[src/rtl/cpu_pkg.sv]
// Shared CPU definitions: ALU command encodings and NZCV bit positions.
package cpu_pkg;

  localparam logic [3:0] ALU_MOV = 4'b0001;
  localparam logic [3:0] ALU_MVN = 4'b1001;
  localparam logic [3:0] ALU_ADD = 4'b0010;
  localparam logic [3:0] ALU_ADC = 4'b0011;
  localparam logic [3:0] ALU_SUB = 4'b0100; // CMP uses the same encoding
  localparam logic [3:0] ALU_SBC = 4'b0101;
  localparam logic [3:0] ALU_AND = 4'b0110; // TST uses the same encoding
  localparam logic [3:0] ALU_ORR = 4'b0111;
  localparam logic [3:0] ALU_EOR = 4'b1000;

  localparam int FLAG_N = 3;
  localparam int FLAG_Z = 2;
  localparam int FLAG_C = 1;
  localparam int FLAG_V = 0;

  // True for every command that is allowed to produce an NZCV update.
  function automatic logic cmd_sets_flags(input logic [3:0] cmd);
    case (cmd)
      ALU_MOV, ALU_MVN, ALU_ADD, ALU_ADC, ALU_SUB,
      ALU_SBC, ALU_AND, ALU_ORR, ALU_EOR: cmd_sets_flags = 1'b1;
      default:                            cmd_sets_flags = 1'b0;
    endcase
  endfunction

endpackage

[src/rtl/flag_calc.sv]
// Combinational adder/logic unit producing the NZCV result for one EX op.
module flag_calc
  import cpu_pkg::*;
#(
  parameter int WIDTH = 32
) (
  input  logic [3:0]       i_cmd,
  input  logic [WIDTH-1:0] i_a,
  input  logic [WIDTH-1:0] i_b,
  input  logic             i_shift_carry,
  input  logic             i_cin,
  input  logic             i_vin,
  output logic [3:0]       o_flags,
  output logic             o_cmd_ok
);

  logic [WIDTH:0]   w_sum;
  logic [WIDTH-1:0] w_res;
  logic             w_c;
  logic             w_v;

  // Arithmetic ops keep the full WIDTH+1 sum so the carry-out is never lost;
  // subtraction is a + ~b + carry, so C comes out as NOT-borrow.
  always_comb begin
    w_sum = '0;
    w_res = '0;
    w_c   = i_shift_carry;
    w_v   = i_vin;
    case (i_cmd)
      ALU_ADD, ALU_ADC: begin
        w_sum = {1'b0, i_a} + {1'b0, i_b}
              + {{WIDTH{1'b0}}, (i_cmd == ALU_ADC) ? i_cin : 1'b0};
        w_res = w_sum[WIDTH-1:0];
        w_c   = w_sum[WIDTH];
        w_v   = (i_a[WIDTH-1] == i_b[WIDTH-1]) & (w_res[WIDTH-1] != i_a[WIDTH-1]);
      end
      ALU_SUB, ALU_SBC: begin
        w_sum = {1'b0, i_a} + {1'b0, ~i_b}
              + {{WIDTH{1'b0}}, (i_cmd == ALU_SBC) ? i_cin : 1'b1};
        w_res = w_sum[WIDTH-1:0];
        w_c   = w_sum[WIDTH];
        w_v   = (i_a[WIDTH-1] != i_b[WIDTH-1]) & (w_res[WIDTH-1] != i_a[WIDTH-1]);
      end
      ALU_AND: w_res = i_a & i_b;
      ALU_ORR: w_res = i_a | i_b;
      ALU_EOR: w_res = i_a ^ i_b;
      ALU_MOV: w_res = i_b;
      ALU_MVN: w_res = ~i_b;
      default: w_res = '0;
    endcase
  end

  // Assemble NZCV in architectural bit order.
  always_comb begin
    o_flags         = '0;
    o_flags[FLAG_N] = w_res[WIDTH-1];
    o_flags[FLAG_Z] = (w_res == '0);
    o_flags[FLAG_C] = w_c;
    o_flags[FLAG_V] = w_v;
  end

  assign o_cmd_ok = cmd_sets_flags(i_cmd);

endmodule

[src/rtl/status_flag_unit.sv]
// NZCV producer: computes flags in EX, holds them one cycle in a pending
// slot, commits them to the status register and forwards the newest value.
module status_flag_unit
  import cpu_pkg::*;
#(
  parameter int WIDTH = 32
) (
  input  logic             clk,
  input  logic             rst_n,
  input  logic             ex_valid,
  input  logic             ex_s_bit,
  input  logic             ex_cond_met,
  input  logic [3:0]       ex_alu_cmd,
  input  logic [WIDTH-1:0] ex_op_a,
  input  logic [WIDTH-1:0] ex_op_b,
  input  logic             ex_shift_carry,
  input  logic             stall,
  input  logic             flush,
  input  logic             sr_we,
  input  logic [3:0]       sr_wdata,
  output logic [3:0]       status_bits,
  output logic [3:0]       sr_q,
  output logic             carry_in,
  output logic             flags_pending
);

  logic [3:0] r_sr;
  logic [3:0] r_pend_flags;
  logic       r_pend_valid;
  logic [3:0] w_fwd;
  logic [3:0] w_flags;
  logic       w_cmd_ok;
  logic       w_capture;

  // Newest NZCV: an uncommitted pending value wins over the SR.
  assign w_fwd = r_pend_valid ? r_pend_flags : r_sr;

  flag_calc #(.WIDTH(WIDTH)) u_flag_calc (
    .i_cmd         (ex_alu_cmd),
    .i_a           (ex_op_a),
    .i_b           (ex_op_b),
    .i_shift_carry (ex_shift_carry),
    .i_cin         (w_fwd[FLAG_C]),
    .i_vin         (w_fwd[FLAG_V]),
    .o_flags       (w_flags),
    .o_cmd_ok      (w_cmd_ok)
  );

  assign w_capture = ex_valid & ex_s_bit & ex_cond_met & w_cmd_ok
                   & ~stall & ~flush & ~sr_we;

  // Direct load beats everything; otherwise the older pending value commits
  // while a new capture (if any) refills the slot in the same cycle.
  always_ff @(posedge clk or negedge rst_n) begin
    if (!rst_n) begin
      r_sr         <= 4'b0000;
      r_pend_flags <= 4'b0000;
      r_pend_valid <= 1'b0;
    end else if (sr_we) begin
      r_sr         <= sr_wdata;
      r_pend_valid <= 1'b0;
    end else begin
      if (r_pend_valid) begin
        r_sr <= r_pend_flags;
      end
      if (w_capture) begin
        r_pend_flags <= w_flags;
      end
      r_pend_valid <= w_capture;
    end
  end

  assign status_bits   = w_fwd;
  assign sr_q          = r_sr;
  assign carry_in      = w_fwd[FLAG_C];
  assign flags_pending = r_pend_valid;

endmodule

[config.mk]
export PLATFORM = sky130hd
export DESIGN_NAME = status_flag_unit
export DESIGN_NICKNAME = d
export VERILOG_FILES = /design/src/rtl/cpu_pkg.sv /design/src/rtl/flag_calc.sv /design/src/rtl/status_flag_unit.sv
export SDC_FILE = /design/constraint.sdc
export NUM_CORES = 1
export LEC_CHECK = 0
export BUFFER_PORTS_ARGS = -buffer_cell sky130_fd_sc_hd__clkbuf_2
export CAP_MARGIN = 25
export CORE_AREA = 2 2 159 161
export DETAILED_ROUTE_END_ITERATION = 16
export DIE_AREA = 0 0 161 163
export SLEW_MARGIN = 40
export SYNTH_ARGS = -nofsm -noshare
export SYNTH_HDL_FRONTEND = slang
export SYNTH_SLANG_ARGS = --single-unit
[constraint.sdc]
create_clock -name clk -period 3.7 [get_ports clk]
set_input_delay 0.185 -clock clk [delete_from_list [all_inputs] [get_ports clk]]
set_output_delay 0.185 -clock clk [all_outputs]
set_load 0.01 [all_outputs]
==> results.json <==
{
  "fin_util_pct": 34.9,
  "fin_skew_ps": 1.97,
  "setup_viol_count_final": 2,
  "grt_pass1_vias": 7760,
  "p_switching_mw": 0.881,
  "first_iter_violations": 837,
  "die_h_um": 163,
  "nets": 1329,
  "p_per_area_nw_per_um2": 204,
  "synth_edf_count": 0,
  "max-cap-violations": 0,
  "drive_above_1_share_pct": 32.9,
  "pre_cts_ws_ps": -411,
  "synth_area_leaders": "ha_1 20%, a21oi_1 5.7%, inv_1 5.5%",
  "final_antenna_net_count": 0,
  "swShare_pct": 50.1,
  "power_frac_seq_pct": 6.7,
  "timing.final.crit_period_ps": 3930,
  "globalRoute.totalOverflow": 0,
  "multi_input_area_um2": 5410,
  "hp-class": "primary input to flop",
  "syn_inst": 880,
  "dieArea_um2": 26200,
  "period_share_pct": 106,
  "wirelength_um": 31100,
  "slew_headroom_pct": 44.2,
  "placeableCoreArea_um2": 24700,
  "timing.rr.start": "flags_pending",
  "vias": 8172,
  "clock_latency_ps": 230,
  "worst_slew_pin_slew_ps": 829,
  "worstSetupPathType": "flop to flop",
  "drv_slew": 0,
  "fp.dieW_um": 161,
  "leakage_nw": 4.11,
  "seq_area_frac_synth_pct": 3.74,
  "antenna_found_initial": 2,
  "grt_pass1_wl_um": 46400,
  "wl_per_cell_um": 21.0,
  "power_frac_clock_pct": 11.0,
  "regArea_um2": 226,
  "postPlaceCellArea_um2": 8280,
  "grtUsageTotal_pct": 23.0,
  "end_kind": "flop",
  "crit_path_start_kind": "flop",
  "area_delta_synth_final_pct": 42.9,
  "clk_path_buf_depth": 2,
  "io_buffers": 90,
  "final_area_um2": 8610,
  "start_util_pct": 24.4,
  "required_ps": 3870,
  "arrival_ps": 4100,
  "fillerInstances": 2721,
  "synth_seq_cells": 9,
  "cellInternalPower_mw": 0.878,
  "pin_count": 91,
  "yosys.area.top_type_share_pct": 19.7,
  "rsz0062_at_grt": "yes",
  "num_rows": 58,
  "netlist_area_um2": 6020,
  "yosysWarnings": 0,
  "max_freq_mhz": 254,
  "synthArstFlopShare_pct": 100,
  "synthFlopType": "dfrtp_1",
  "hold_violations": 0,
  "worstHoldStart": "sr_wdata[2]",
  "violations": "negative setup slack",
  "cts_buffers": 3,
  "finalPower_mw": 1.76,
  "cts-htree-levels": 1,
  "via_per_inst": 5.53,
  "gp_congestion": 1.07,
  "cts_tree": "done",
  "vdd_drop_max_mv": 0.120,
  "clk_pin_slew_ps": 40,
  "crit_start": "flags_pending",
  "ys_types": 87,
  "synth_area_per_cell_um2": 6.85,
  "drt_pass1_iterations": 5,
  "cts_root_buffer": "clkbuf_16",
  "setup_ws_ps": -230,
  "synth_fp_nets": 1060,
  "cp_max_fo": 5,
  "diodes": 0,
  "synth_top_area_cell": "ha_1",
  "cts.sinks": 9,
  "dp.final_hpwl_um": 27000,
  "pwr-share-comb_pct": 82.3,
  "grt_start_max_net_pins": 19,
  "outcome": "finished with violations",
  "fin_setup_tns_ps": -246,
  "drc": 0
}
final timing paths:
check / end / depth (start not counted) / slack [ps]
setup / recovery: r_pend_flags[2] / 20 / -230
hold / removal: sr_q[2] / 2 / 190
setup reg to reg: r_pend_flags[2] / 20 / -230
hold reg to reg: r_pend_flags[3] / 2 / 540
max in group asynchronous: flags_pending / 2 / 3130
min in group asynchronous: r_pend_flags[2] / 2 / 350
metrics by stage:
| stage | hold slack (ps) | instances |
|---|---|---|
| after floorplan | -111 | 880 |
| after global placement | 60.5 | 1464 |
| after detailed placement | 60.6 | 1464 |
| after CTS | 187 | 1474 |
| after global routing | 189 | 1478 |
| final | 186 | 1478 |
cells in the final DEF, fill, tap and decap left out, drive strengths merged, types with 7 or more instances in the layout:
master,synthesis,final
mux2i,8,8
o311ai,7,7
inv,93,93
o31ai,18,18
nand3,30,30
a21oi,71,71
ha,95,95
o21bai,7,7
nand4,26,26
nor2b,14,14
nand2,58,58
o2111ai,9,9
or4,7,7
o21ai,42,42
a211oi,9,9
xnor2,11,11
mux2,10,10
and3,9,9
a221oi,8,8
a21o,16,16
clkbuf,20,93
nand2b,15,15
a31oi,13,13
nor3b,8,8
dfrtp,9,9
nor4,27,27
o211ai,10,10
nor3,33,33
nor2,74,74
o21a,8,8
buf,26,219
state kept, by name, indices dropped and copies added, names as in the netlist:
name           count
flags_pending      1
r_pend_flags       4
sr_q               4
worst max-delay path, cell delays in order (launching register included):
cell and delay [ps]:
dfrtp_2 400, mux2_4 320, nand3_1 150, fa_2 240, fa_2 200, nand2b_4 130
a21oi_1 60, buf_4 160, o2111ai_2 240, nand3_2 130, buf_4 160, buf_4 120
buf_4 120, buf_4 140, a221o_1 320, a21oi_2 150, xnor2_1 140, o2111ai_2 150
nor4_4 290, a21o_1 120, a31o_1 130
Yosys cell counts (9+ instances only):
cell,number
a21o_1,16
a21oi_1,69
a31oi_1,13
and3_1,9
buf_2,15
clkbuf_1,20
dfrtp_1,9
ha_1,95
inv_1,89
mux2_2,9
nand2_1,57
nand2b_1,14
nand3_1,30
nand4_1,26
nor2_1,74
nor2b_1,14
nor3_1,33
nor4_1,24
o2111ai_1,9
o211ai_1,10
o21ai_0,42
o31ai_1,17
xnor2_1,11
area by class of cell:
| cell class | count | area share [%] |
|---|---|---|
| clock inverters | 1 | 0.0581 |
| flip-flops and latches | 9 | 2.63 |
| well taps | 330 | 4.80 |
| clock buffers | 3 | 0.872 |
| multi-input cells | 732 | 62.9 |
| inverters | 93 | 4.05 |
| repair buffers | 310 | 24.7 |
power by group through the flow:
| stage | Clock (mW) | Combinational, mW | Sequential [mW] |
|---|---|---|---|
| 6_report | 0.193 | 1.45 | 0.118 |
| 5_1_grt | 0.201 | 1.54 | 0.120 |
| 4_1_cts | 0.195 | 1.39 | 0.119 |
| 3_5_place_dp | 0 | 1.35 | 0.120 |
| 3_3_place_gp | 0 | 1.36 | 0.119 |
| 2_1_floorplan | 0 | 0.705 | 0.120 |
routing by layer:
layer | track usage, % | share of wire (%) | vias up
li1 | - | - | 3799
met4 | 8.36 | 4.9 | 2
met2 | 37.0 | 43 | 492
met3 | 3.82 | 9.6 | 74
met1 | 31.0 | 42 | 3805
met5 | 0 | 0.039 | -
timing repair:
item	in CTS	in global routing
buffers inserted	5	4
endpoints found under the setup margin	4	4
hold endpoints to repair	9	0
hold buffers	1	0
resized for setup	20	18
cloned	0	0
pin swaps	10	21
cells by family after synthesis:
group | synth area share (%)
compound gates | 32.1
fa+ha+maj | 21.1
xor+xnor | 1.89
flops | 3.74
buf+inv | 9.47
simple gates | 28.6
mux | 3.20
No activity file was read; power rests on OpenSTA's default activity.
